## src/rtl/spi_master_gen_pkg.sv

```systemverilog
// Shared types for the SPI master: FSM states, latched mode and edge-counter width.
package spi_pkg;

  localparam int DATA_W_DEF    = 8;
  localparam int MAX_BYTES_DEF = 4;
  localparam int BIT_CNT_W     = $clog2(MAX_BYTES_DEF*DATA_W_DEF*2+1);

  typedef enum logic [2:0] {IDLE, SETUP, SHIFT, HOLD, GAP} state_t;

  typedef struct packed {
    logic cpol;
    logic cpha;
  } spi_mode_t;

endpackage

```

## src/rtl/spi_master_gen_tick_gen.sv

```systemverilog
// SCLK half-period divider: counts 0..CLK_DIV-1 while enabled, ticks on the last count.
module spi_tick_gen #(
  parameter int CLK_DIV = 10
) (
  input  logic clk,
  input  logic rst,
  input  logic en,
  output logic tick
);

  localparam int CNT_W = (CLK_DIV > 1) ? $clog2(CLK_DIV) : 1;

  logic [CNT_W-1:0] cnt_q, cnt_d;

  assign tick = en && (cnt_q == CNT_W'(CLK_DIV-1));

  // Every state change happens on a tick or while disabled, so wrapping here
  // also clears the count at each state change.
  always_comb begin
    cnt_d = cnt_q;
    if (!en || tick) cnt_d = '0;
    else             cnt_d = cnt_q + CNT_W'(1);
  end

  always_ff @(posedge clk) begin
    if (rst) cnt_q <= '0;
    else     cnt_q <= cnt_d;
  end

endmodule

```

## src/rtl/spi_master_gen.sv

```systemverilog
// Parametrised SPI master (all CPOL/CPHA modes, 1..MAX_BYTES bytes, NUM_CS selects).
// Build option: SPI_LOOPBACK_EN samples mosi internally instead of the miso pin.
module spi_master_gen
  import spi_pkg::*;
#(
  parameter int CLK_DIV   = 10,
  parameter int DATA_W    = 8,
  parameter int MAX_BYTES = 4,
  parameter int NUM_CS    = 2,
  localparam int CS_W     = (NUM_CS > 1) ? $clog2(NUM_CS) : 1,
  localparam int NB_W     = $clog2(MAX_BYTES+1),
  localparam int TOT_W    = MAX_BYTES*DATA_W
) (
  input  logic              clk,
  input  logic              rst,
  input  logic              start,
  input  logic              cpol,
  input  logic              cpha,
  input  logic [CS_W-1:0]   cs_sel,
  input  logic [NB_W-1:0]   num_bytes,
  input  logic [TOT_W-1:0]  tx_data,
  output logic [TOT_W-1:0]  rx_data,
  output logic              busy,
  output logic              done,
  output logic              sclk,
  output logic              mosi,
  input  logic              miso,
  output logic [NUM_CS-1:0] cs_n,
  output state_t            dbg_state
);

  localparam int EDGE_W = $clog2(TOT_W*2+1);

  state_t             state_q, state_d;
  spi_mode_t          mode_q, mode_d;
  logic [CS_W-1:0]    cs_q, cs_d;
  logic [NB_W-1:0]    nb_q, nb_d;
  logic [TOT_W-1:0]   tx_sh_q, tx_sh_d;
  logic [TOT_W-1:0]   rx_sh_q, rx_sh_d;
  logic [TOT_W-1:0]   rx_data_q, rx_data_d;
  logic [EDGE_W-1:0]  edge_q, edge_d;
  logic               sclk_q, sclk_d;
  logic               mosi_q, mosi_d;
  logic               done_q, done_d;

  logic               tick;
  logic               sample_in;
  logic [TOT_W-1:0]   ser;
  logic [TOT_W-1:0]   rx_pack;
  logic [EDGE_W-1:0]  last_edge;
  logic               odd_edge, final_edge, sample_now, shift_now, accept;

  spi_tick_gen #(.CLK_DIV(CLK_DIV)) u_tick (
    .clk  (clk),
    .rst  (rst),
    .en   (state_q != IDLE),
    .tick (tick)
  );

`ifdef SPI_LOOPBACK_EN
  logic unused_miso;
  assign unused_miso = miso;
  assign sample_in   = mosi_q;
`else
  assign sample_in   = miso;
`endif

  // Reorder so the serial stream always leaves from the MSB: byte 0 first, MSB first.
  always_comb begin
    ser = '0;
    for (int b = 0; b < MAX_BYTES; b++)
      ser[(MAX_BYTES-1-b)*DATA_W +: DATA_W] = tx_data[b*DATA_W +: DATA_W];
  end

  // Received bits enter at the LSB, so the last byte of an n-byte frame ends up lowest.
  always_comb begin
    rx_pack = '0;
    for (int n = 1; n <= MAX_BYTES; n++)
      if (nb_q == NB_W'(n))
        for (int b = 0; b < n; b++)
          rx_pack[b*DATA_W +: DATA_W] = rx_sh_q[(n-1-b)*DATA_W +: DATA_W];
  end

  assign last_edge  = EDGE_W'(32'(nb_q) * 32'(2*DATA_W));
  assign odd_edge   = ~edge_q[0];
  assign final_edge = (edge_q + EDGE_W'(1)) == last_edge;
  assign sample_now = mode_q.cpha ? !odd_edge : odd_edge;
  assign shift_now  = mode_q.cpha ? odd_edge : (!odd_edge && !final_edge);

  // start is a level request honoured only in IDLE with a legal byte count;
  // there is no ready output, busy high means any start is dropped.
  assign accept = start && (num_bytes != NB_W'(0)) && (num_bytes <= NB_W'(MAX_BYTES));

  always_comb begin
    state_d   = state_q;
    mode_d    = mode_q;
    cs_d      = cs_q;
    nb_d      = nb_q;
    tx_sh_d   = tx_sh_q;
    rx_sh_d   = rx_sh_q;
    rx_data_d = rx_data_q;
    edge_d    = edge_q;
    sclk_d    = sclk_q;
    mosi_d    = mosi_q;
    done_d    = 1'b0;
    case (state_q)
      IDLE: begin
        sclk_d = cpol;
        if (accept) begin
          mode_d    = '{cpol: cpol, cpha: cpha};
          cs_d      = cs_sel;
          nb_d      = num_bytes;
          tx_sh_d   = cpha ? ser : {ser[TOT_W-2:0], 1'b0};
          mosi_d    = cpha ? 1'b0 : ser[TOT_W-1];
          rx_sh_d   = '0;
          rx_data_d = '0;
          edge_d    = '0;
          state_d   = SETUP;
        end
      end
      SETUP: begin
        sclk_d = mode_q.cpol;
        if (tick) state_d = SHIFT;
      end
      SHIFT: begin
        if (tick) begin
          sclk_d = ~sclk_q;
          edge_d = edge_q + EDGE_W'(1);
          if (sample_now) rx_sh_d = {rx_sh_q[TOT_W-2:0], sample_in};
          if (shift_now) begin
            mosi_d  = tx_sh_q[TOT_W-1];
            tx_sh_d = {tx_sh_q[TOT_W-2:0], 1'b0};
          end
          if (final_edge) state_d = HOLD;
        end
      end
      HOLD: begin
        sclk_d = mode_q.cpol;
        if (tick) begin
          done_d    = 1'b1;
          rx_data_d = rx_pack;
          state_d   = GAP;
        end
      end
      GAP: begin
        if (tick) state_d = IDLE;
      end
      default: state_d = IDLE;
    endcase
  end

  always_ff @(posedge clk) begin
    if (rst) begin
      state_q   <= IDLE;
      mode_q    <= '0;
      cs_q      <= '0;
      nb_q      <= '0;
      tx_sh_q   <= '0;
      rx_sh_q   <= '0;
      rx_data_q <= '0;
      edge_q    <= '0;
      sclk_q    <= 1'b0;
      mosi_q    <= 1'b0;
      done_q    <= 1'b0;
    end else begin
      state_q   <= state_d;
      mode_q    <= mode_d;
      cs_q      <= cs_d;
      nb_q      <= nb_d;
      tx_sh_q   <= tx_sh_d;
      rx_sh_q   <= rx_sh_d;
      rx_data_q <= rx_data_d;
      edge_q    <= edge_d;
      sclk_q    <= sclk_d;
      mosi_q    <= mosi_d;
      done_q    <= done_d;
    end
  end

  // An out-of-range cs_sel matches no index, so every select stays high.
  always_comb begin
    cs_n = '1;
    if (state_q == SETUP || state_q == SHIFT || state_q == HOLD)
      for (int i = 0; i < NUM_CS; i++)
        if (cs_q == CS_W'(i)) cs_n[i] = 1'b0;
  end

  assign busy      = (state_q != IDLE);
  assign done      = done_q;
  assign sclk      = sclk_q;
  assign mosi      = mosi_q;
  assign rx_data   = rx_data_q;
  assign dbg_state = state_q;

endmodule

```

## config.mk

```make
export PLATFORM = sky130hd
export DESIGN_NAME = spi_master_gen
export DESIGN_NICKNAME = d
export VERILOG_FILES = /design/src/rtl/spi_master_gen_pkg.sv /design/src/rtl/spi_master_gen_tick_gen.sv /design/src/rtl/spi_master_gen.sv
export SDC_FILE = /design/constraint.sdc
export NUM_CORES = 1
export LEC_CHECK = 0
export ABC_CLOCK_PERIOD_IN_PS = 4600
export BUFFER_PORTS_ARGS = -buffer_cell sky130_fd_sc_hd__buf_2
export CORE_MARGIN = 1.5
export CORE_UTILIZATION = 51
export CTS_CLUSTER_DIAMETER = 30
export CTS_CLUSTER_SIZE = 24
export DETAILED_ROUTE_END_ITERATION = 6
export PLACE_DENSITY = 0.82
export SETUP_SLACK_MARGIN = 0.3
export SYNTH_ARGS = -nofsm -noshare
export SYNTH_HDL_FRONTEND = slang
export SYNTH_SLANG_ARGS = --single-unit
```

## constraint.sdc

```tcl
create_clock -name clk -period 4.6 [get_ports clk]
set_input_delay 1.38 -clock clk [delete_from_list [all_inputs] [get_ports clk]]
set_output_delay 1.38 -clock clk [all_outputs]
set_load 0.03 [all_outputs]
```

* Yosys cells after proc, flatten, opt, wreduce, memory -nomap -nowiden
Cells that the tools add are included.
Cells by class: add/sub/neg operators 2, $lt $le $gt $ge 1, eq/ne operators 18, mux-type cells 38, bitwise logic cells 3, reductions and logical operators 25
Operators with widths (count):
- $mux W32 | 9
- $pmux W32 S2 | 3
- $mux W24 | 1
- $mux W3 | 6
- $mux W16 | 1
- $pmux W3 S5 | 1
- $mux W7 | 2
- $pmux W7 S2 | 1
- $eq A3 B2 Y1 const B | 4
- $mux W1 | 10
- $reduce_bool A3 Y1 | 3
- $mux W8 | 1
- $ne A2 B1 Y1 const B | 4
- $ne A2 B2 Y1 const B | 4
- $reduce_and A4 Y1 | 2
- $add A7 B1 Y7 const B | 1
- $eq A7 B7 Y1 | 1
- $eq A3 B1 Y1 const B | 2
- $eq A3 B3 Y1 const B | 2
- $reduce_and A3 Y1 | 2
- $reduce_and A6 Y1 | 1
- $reduce_or A2 Y1 | 3
- $add A4 B1 Y4 const B | 1
- $eq A4 B4 Y1 const B | 1
- 11 further kinds | 21
Word-level totals: bits in registers 119, input port bits 42, output and inout bits 41

* Depth between registers and ports, before layout
Gate-level depths: netlist (run 1).
depth in word-level cells 8, depth in mapped cells 9, mapped depth without buffers 8

* Cells and area by module
Synthesis (run 1) repeated with hierarchy kept, for this count alone.
Unflattened totals: cells, all modules 878, area total of the unflattened synthesis 6821.5 um^2
By module, submodules not included:
- spi_master_gen | instances 1, cells each 860, area each 6641.4 um^2, sequential area each 2302.2 um^2
- spi_tick_gen | instances 1, cells each 18, area each 180.2 um^2, sequential area each 80.1 um^2

* Worst setup path after synthesis (run 1)
No wires, ideal clock.
path type input -> register, start input port num_bytes[2], end register rx_data_q[24] (netlist: rx_data[24]), data arrival time 2797 ps, required time 4529 ps, setup slack 1732 ps, stages on the path 7, buffers on the path 2, cells stage by stage or3_1 -> nand4_2 -> nor2b_1 -> clkbuf_1 -> clkbuf_1 -> nand2_1 -> a21oi_1
Between the ends: cells in the longest elaborated chain, start to end 5, elaborated cells on any way between the ends 6
RTL lines:
- start, declared | RTL line spi_master_gen.sv:20 | input logic [NB_W-1:0] num_bytes,
- branches (longest 2 deep; another with $le A3 B3 Y1)
- $logic_and A1 B1 Y1 * | RTL line spi_master_gen.sv:92 | assign accept = start && (num_bytes != NB_W'(0)) && (num_bytes <= NB_W'(MAX_BYTES));
- $ne A2 B2 Y1 (no source line) *
- $reduce_and A3 Y1 (no source line) *
- end signal, assigned | RTL line spi_master_gen.sv:172 | rx_data_q <= rx_data_d;
- end, declared | RTL line spi_master_gen.sv:40 | logic [TOT_W-1:0] rx_data_q, rx_data_d;
Every way passes the cells marked *. A chain may end at the register's enable or synchronous reset.

* Worst setup path in the final report (run 1)
start input port num_bytes[0], end register tx_sh_q[8]
Between the ends: cells in the longest elaborated chain, start to end 5, elaborated cells on any way between the ends 6
RTL lines:
- branches (longest 2 deep; another with $le A3 B3 Y1)
- $logic_and A1 B1 Y1 * | RTL line spi_master_gen.sv:92
- $ne A2 B2 Y1 (no source line) *
- $reduce_and A4 Y1 (no source line) *
- end signal, assigned | RTL line spi_master_gen.sv:170 | tx_sh_q <= tx_sh_d;
- end, declared | RTL line spi_master_gen.sv:38 | logic [TOT_W-1:0] tx_sh_q, tx_sh_d;
Marked as above.

==> flow_metrics.py, run 1 <==
metrics = {
    "run_status": {
        "status": "complete, no violations",
    },
    "power": {
        "worst_ir_drop_vdd_v": 0.0002447,
        "p_per_area_mw_per_mm2": 384.3,
        "power.leakage_nw": 2.806,
    },
    "synthesis": {
        "syn_avg_cell_area_um2": 8.369,
        "synth.area.top_cells": "dfxtp_1 40%, mux2i_1 14%, nor2_1 6.5%",
        "yosys_warnings": 0,
        "synth.most_common_cell": "dfxtp_1",
        "netlist.area_leader.share_pct": 40.26,
        "synthCells": 707,
        "synthTopCellsByCount": "119 x dfxtp_1, 102 x nor2_1, 85 x mux2i_1, 60 x a21oi_1, 58 x nand2_1",
        "syn_area_mm2": 0.005917,
        "synth_cell_types": 44,
        "ys_seq_elements": 119,
        "synthesis.nets": 752,
        "yosys.area.top_type": "dfxtp_1",
        "synth_edf_count": 0,
        "async_reset_ff_share_pct": 0,
        "seq_area_frac_synth_pct": 40.26,
        "synth_ff_type": "dfxtp_1",
    },
    "sta": {
        "setup_ws_ps": 1417,
        "finalSetupTns_ps": 0,
        "hold_viol": 0,
        "rsz0062_at_grt": "no",
        "period_needed_ps": 3183,
        "relSlewSlack_pct": 21.34,
        "setup_violations": 0,
        "period_share_pct": 69.20,
        "finalClockSkew_ps": 7.202,
        "max_freq_ghz": 0.3141,
        "worstMarginPinSlew_ps": 1176,
        "slew_violations": 0,
    },
    "die": {
        "io_pins": 83,
        "core.rowCount": 39,
        "dieWidth_um": 110.7,
        "initial_core_util_pct": 52.04,
        "fp.dieH_um": 110.7,
        "die_area_mm2": 0.01226,
        "core_mm2": 0.01137,
    },
    "place": {
        "placed_area_mm2": 0.006365,
        "dpl.hpwl_mm": 9.848,
        "io_buffers": 82,
        "dp.cells": 885,
        "post-place-ws_ps": 992.4,
        "gp_congestion": 0.8761,
    },
    "clock_network": {
        "clkSinkCount": 119,
        "cts_setup_buffers": 0,
        "cts_tree": "yes",
        "ctsResizeCount": 0,
        "clk_pin_slew_ps": 50,
        "cts-root-buf": "clkbuf_16",
        "clk_path_buf_depth": 2,
        "cts-hold-fix-buffers": 0,
        "worstSkewPairLatency_ps": 420,
        "cts_max_level": 4,
        "numCtsBuffers": 17,
    },
    "hold_path": {
        "min_path_type": "register to register",
    },
    "global_routing": {
        "grt_max_degree": 77,
        "grt_pass1_wl_mm": 24.83,
        "grt_use_met3_pct": 4.975,
        "grt_usage_pct": 24.73,
        "grt_use_met1_pct": 32.15,
        "busiest_layer": "met2",
        "antenna_found_initial": 0,
        "grt.overflow.total": 0,
        "use_met2_pct": 40.29,
        "grt_pass1_vias": 5081,
    },
    "cells_and_area": {
        "syn2layout_area_growth_pct": 17.49,
        "layout-drive-gt1-share_pct": 17.21,
        "diodes": 0,
        "final_cells": 916,
        "nFillCells": 929,
        "finish.utilization_pct": 61.14,
        "fin_area_mm2": 0.006952,
        "fin_nets": 806,
    },
    "setup_path": {
        "worstSetupEndpointType": "register",
        "start_kind": "primary input",
        "critPathRequiredTime_ps": 4940,
        "criticalPathCategory": "primary input to register",
        "crit_path_max_fanout": 12,
        "cp.arrival_ps": 3520,
    },
    "route": {
        "ant_nets": 0,
        "drcViolationCount": 0,
        "routedWlPerCell_um": 16.28,
        "vias": 5422,
        "first_iter_violations": 573,
        "vias_per_cell": 5.919,
        "firstDrtPassIters": 5,
        "wl_mm": 14.91,
    },
    "flow_run": {
        "drv_cap": 0,
    },
}
[where the power goes]
part / switching [mW] / total, mW / leakage (nW) / internal (mW)
clock: 0.469 / 1.31 / 0.278 / 0.843
sequential: 0.0243 / 1.09 / 0.966 / 1.07
combinational: 0.163 / 0.268 / 1.56 / 0.105
total: 0.656 / 2.67 / 2.81 / 2.01
[cell families (layout without fill, tap and decap cells)]
logic type / count (synthesis) / after routing / synth area share, %
fa+ha+maj: 3 / 3 / 0.6345
mux: 86 / 86 / 14.57
flops: 119 / 119 / 40.26
buf+inv: 63 / 129 / 4.588
simple gates: 285 / 285 / 22.63
compound gates: 143 / 143 / 16.01
xor+xnor: 8 / 8 / 1.311
[critical path, stage by stage]
cell and delay [ps]:
buf_2 110, o21ai_1 200, and4_1 330, a21oi_1 100
a311oi_4 780, buf_4 370, mux2i_1 230
[registers in the layout (all words and copies together) (netlist names)]
| name | cells |
|---|---|
| u_tick.cnt_q | 4 |
| cs_q | 1 |
| edge_q | 7 |
| dbg_state | 3 |
| sclk | 1 |
| rx_sh_q | 32 |
| tx_sh_q | 32 |
| nb_q | 3 |
| done | 1 |
| mosi | 1 |
| mode_q | 2 |
| rx_data | 32 |
[final cells by class]
class	instances	area [µm²]	area share, %
sequential	119	2382	34.27
multi-input combinational	525	3277	47.14
clock buffer	18	429.2	6.174
tap	143	178.9	2.574
clock inverter	13	157.7	2.268
timing repair buffer	93	508.0	7.307
inverter	5	18.77	0.2700
[final timing paths]
path / start / end / slack, ps / cells past startpoint
min: rx_data[29] / rx_data[29] / 460 / 2
max reg2reg: edge_q[0] / tx_sh_q[8] / 1610 / 8
min reg2reg: rx_data[29] / rx_data[29] / 460 / 2
max: num_bytes[0] / tx_sh_q[8] / 1420 / 7
[per-layer routing]
| metal | part of all wire [%] | wire length [µm] |
|---|---|---|
| met1 | 42 | 6338 |
| met2 | 48 | 7153 |
| met3 | 7.6 | 1126 |
| met4 | 2.0 | 294 |
| met5 | 0 | 0 |
[per-stage QoR]
stage          hold slack [ps]  total power, mW
4_1_cts                  458.6            2.683
5_1_grt                  473.5            2.757
3_3_place_gp             438.7            1.366
6_report                 455.1            2.671
2_1_floorplan            432.1            1.302
3_5_place_dp             450.6            1.377
[cell usage in the layout, fill, tap and decap left out, types with 3 or more instances in the layout]
master	netlist	final
a211o_1	31	31
a211oi_1	10	10
a21oi_1	60	60
a221oi_1	6	6
a22oi_1	10	10
a31oi_1	3	3
buf_2	7	81
buf_4	1	11
bufinv_16	0	3
clkbuf_16	0	17
clkinv_2	0	4
clkinvlp_4	0	4
dfxtp_1	119	119
ha_1	3	3
inv_1	4	4
mux2i_1	85	85
nand2_1	58	57
nand2b_1	33	33
nand3_1	43	43
nand3b_1	4	4
nor2_1	102	102
nor2b_1	4	3
nor3_1	25	24
o21ai_0	13	13
o21ai_1	4	3
or3_1	6	6
xnor2_1	4	4
xor2_1	3	3
Power figures use the tool's default switching activity.
==> inputs of run 2 (changes only) <==
- ABC_AREA: unset -> 1
- ABC_CLOCK_PERIOD_IN_PS: 4600 -> 2750
- PLACE_DENSITY: 0.82 -> 0.85
- clock period: 4.6 -> 2.75 ns (I/O delays scaled with it)
==> run 2 against run 1 <==
Clock skew rose by 2.3 ps. Area after synthesis rose by 7.4%. Sequential share of layout area fell by 2.7 points. Largest power group is now combinational logic. Synthesized cell count rose by 33%. Total power rose to 3.1 times the previous value. Sequential cell count did not move. Register-to-register slack got worse by 1100 ps. Die area rose by 7.2%.
==> flow_metrics.py, run 2 <==
metrics = {
    "synthesis": {
        "netlist.area_leader.share_pct": 37.48,
        "ys_seq_elements": 119,
        "async_reset_ff_share_pct": 0,
        "yosys.area.top_type": "dfxtp_1",
        "yosys.area_share.simple_pct": 27.83,
        "syn_avg_cell_area_um2": 6.747,
        "synth_cell_types": 40,
        "synth_compound_area_share_pct": 19.57,
        "synth_ff_type": "dfxtp_1",
        "synth.area.top_cells": "dfxtp_1 37%, nand2_1 11%, inv_1 9.4%",
        "synthesis.nets": 987,
        "seq_area_frac_synth_pct": 37.48,
        "synthMuxAreaShare_pct": 0,
        "syn_area_mm2": 0.006356,
        "synth_xor_area_share_pct": 0.9252,
        "synth_top_family_by_area": "simple AND/OR/NAND/NOR gates",
        "yosys_warnings": 0,
        "synthCells": 942,
        "synth_edf_count": 0,
        "synth.most_common_cell": "nand2_1",
        "synthTopCellsByCount": "194 x nand2_1, 159 x inv_1, 119 x dfxtp_1, 97 x nor2_1, 81 x a21oi_1",
        "yosys.area_share.adder_pct": 0.5906,
    },
    "run_status": {
        "status": "complete, no violations",
    },
    "clock_network": {
        "cts_tree": "yes",
        "worstSkewPairLatency_ps": 410,
        "clkSinkCount": 119,
        "numCtsBuffers": 17,
        "cts-hold-fix-buffers": 0,
        "cts-root-buf": "clkbuf_16",
        "cts_max_level": 4,
        "clk_path_buf_depth": 2,
        "clk_pin_slew_ps": 50,
    },
    "route": {
        "vias": 6266,
        "wl_mm": 15.81,
        "vias_per_cell": 5.283,
        "ant_nets": 0,
        "drcViolationCount": 0,
        "first_iter_violations": 478,
        "routedWlPerCell_um": 13.33,
        "firstDrtPassIters": 5,
    },
    "sta": {
        "setup_ws_ps": 392.6,
        "hold_viol": 0,
        "finalClockSkew_ps": 9.513,
        "period_share_pct": 85.72,
        "rsz0062_at_grt": "no",
        "period_needed_ps": 2357,
        "worstMarginPinSlew_ps": 668.2,
        "setup_violations": 0,
        "relSlewSlack_pct": 55.46,
        "max_freq_ghz": 0.4242,
        "slew_violations": 0,
        "finalSetupTns_ps": 0,
    },
    "cells_and_area": {
        "diodes": 0,
        "final_common_cell": "nand2_1",
        "syn2layout_area_growth_pct": 19.29,
        "fin_nets": 1052,
        "final_cells": 1186,
        "nFillCells": 1032,
        "final_cell_mix": "194 x nand2_1, 159 x inv_1, 114 x dfxtp_1, 97 x nor2_1",
        "layout-drive-gt1-share_pct": 17.88,
    },
    "die": {
        "core.rowCount": 40,
        "die_area_mm2": 0.01314,
        "dieWidth_um": 114.6,
        "io_pins": 83,
        "fp.dieH_um": 114.6,
        "core_mm2": 0.01206,
        "initial_core_util_pct": 52.70,
    },
    "global_routing": {
        "grt.overflow.total": 0,
        "grt_pass1_vias": 5805,
        "antenna_found_initial": 0,
        "grt_pass1_wl_mm": 26.03,
        "grt_usage_pct": 24.66,
        "grt_max_degree": 65,
    },
    "power": {
        "p_per_area_mw_per_mm2": 1083,
        "power.leakage_nw": 3.539,
        "worst_ir_drop_vdd_v": 0.0005150,
        "fin_total_pwr_mw": 8.209,
    },
    "setup_path": {
        "cp_slowest_cell": "dfxtp_2",
        "cpMostUsedCell": "nor2_1",
        "criticalPathCategory": "register to output port",
        "critPathMaxStageDelay_ps": 370,
        "critPathRequiredTime_ps": 1930,
        "cp.arrival_ps": 1530,
        "path_cells": "nor2_1 -> nor2_1 -> inv_1 -> or2_2 -> buf_4",
        "worstSetupEndpointType": "output port",
        "crit_path_max_fanout": 4,
        "start_kind": "register",
    },
    "place": {
        "dpl.hpwl_mm": 10.17,
        "gp_congestion": 0.8309,
        "io_buffers": 82,
        "dp.cells": 1154,
        "post-place-ws_ps": 296.4,
    },
    "flow_run": {
        "drv_cap": 0,
    },
    "hold_path": {
        "min_path_type": "register to register",
    },
}
-- run 2: metal layers --
metal / part of all wire [%] / global-route usage, % / vias up
li1: - / - / 3152
met1: 43 / 29.01 / 2887
met2: 50 / 43.67 / 196
met3: 4.8 / 4.817 / 31
met4: 2.2 / 10.50 / 0
met5: 0 / 0 / -
-- run 2: through the flow --
step                      utilization [%]  cell area, µm²  hold slack (ps)
after global routing                62.86            7582            456.8
final                               62.86            7582            442.2
after CTS                           62.59            7550            443.7
after floorplan                         -            6356            433.4
after detailed placement            57.31            6913            435.3
after global placement              57.31            6913            430.6
-- run 2: final timing paths --
check	startpoint	end	slack (ps)	cells after the start
worst min register to register	rx_data[16]	rx_data[16]	440	2
worst max register to register	edge_q[0]	tx_sh_q[25]	530	15
worst max-delay path	dbg_state[1]	cs_n[0]	390	5
worst min-delay path	rx_data[16]	rx_data[16]	440	2
-- run 2: worst max-delay path: cells and delay by family (launching register included) --
kind	cells	cell delay [ps]
flops	1	370
buf+inv	2	240
simple gates	3	510
-- run 2: final cells by class --
type | instances | area [µm²] | area share (%)
sequential | 119 | 2391 | 31.53
clock buffer | 21 | 460.4 | 6.073
clock inverter | 9 | 173.9 | 2.294
inverter | 168 | 633.1 | 8.350
timing repair buffer | 97 | 588.1 | 7.756
multi-input combinational | 604 | 3126 | 41.22
tap | 168 | 210.2 | 2.772
-- run 2: cell families (layout without fill, tap and decap cells) --
| kind of cell | Yosys count | in the layout |
|---|---|---|
| adders and majority gates | 3 | 3 |
| and+or+nand+nor | 376 | 376 |
| DFF | 119 | 119 |
| xor gates and xnor gates | 5 | 5 |
| buffers and inverters | 219 | 295 |
| AOI/OAI and AO/OA | 220 | 220 |
-- run 2: where the power goes --
part / leakage (nW) / switching (mW) / internal (mW)
clock network: 0.313 / 0.753 / 1.64
registers: 0.979 / 0.273 / 2.17
logic: 2.25 / 2.26 / 1.10
-- run 2: timing repair --
action | CTS | global route
gates cloned | 0 | 0
setup endpoints to repair | 2 | 27
pin swaps | 0 | 1
resized for setup | 2 | 7
buffers inserted | 0 | 2
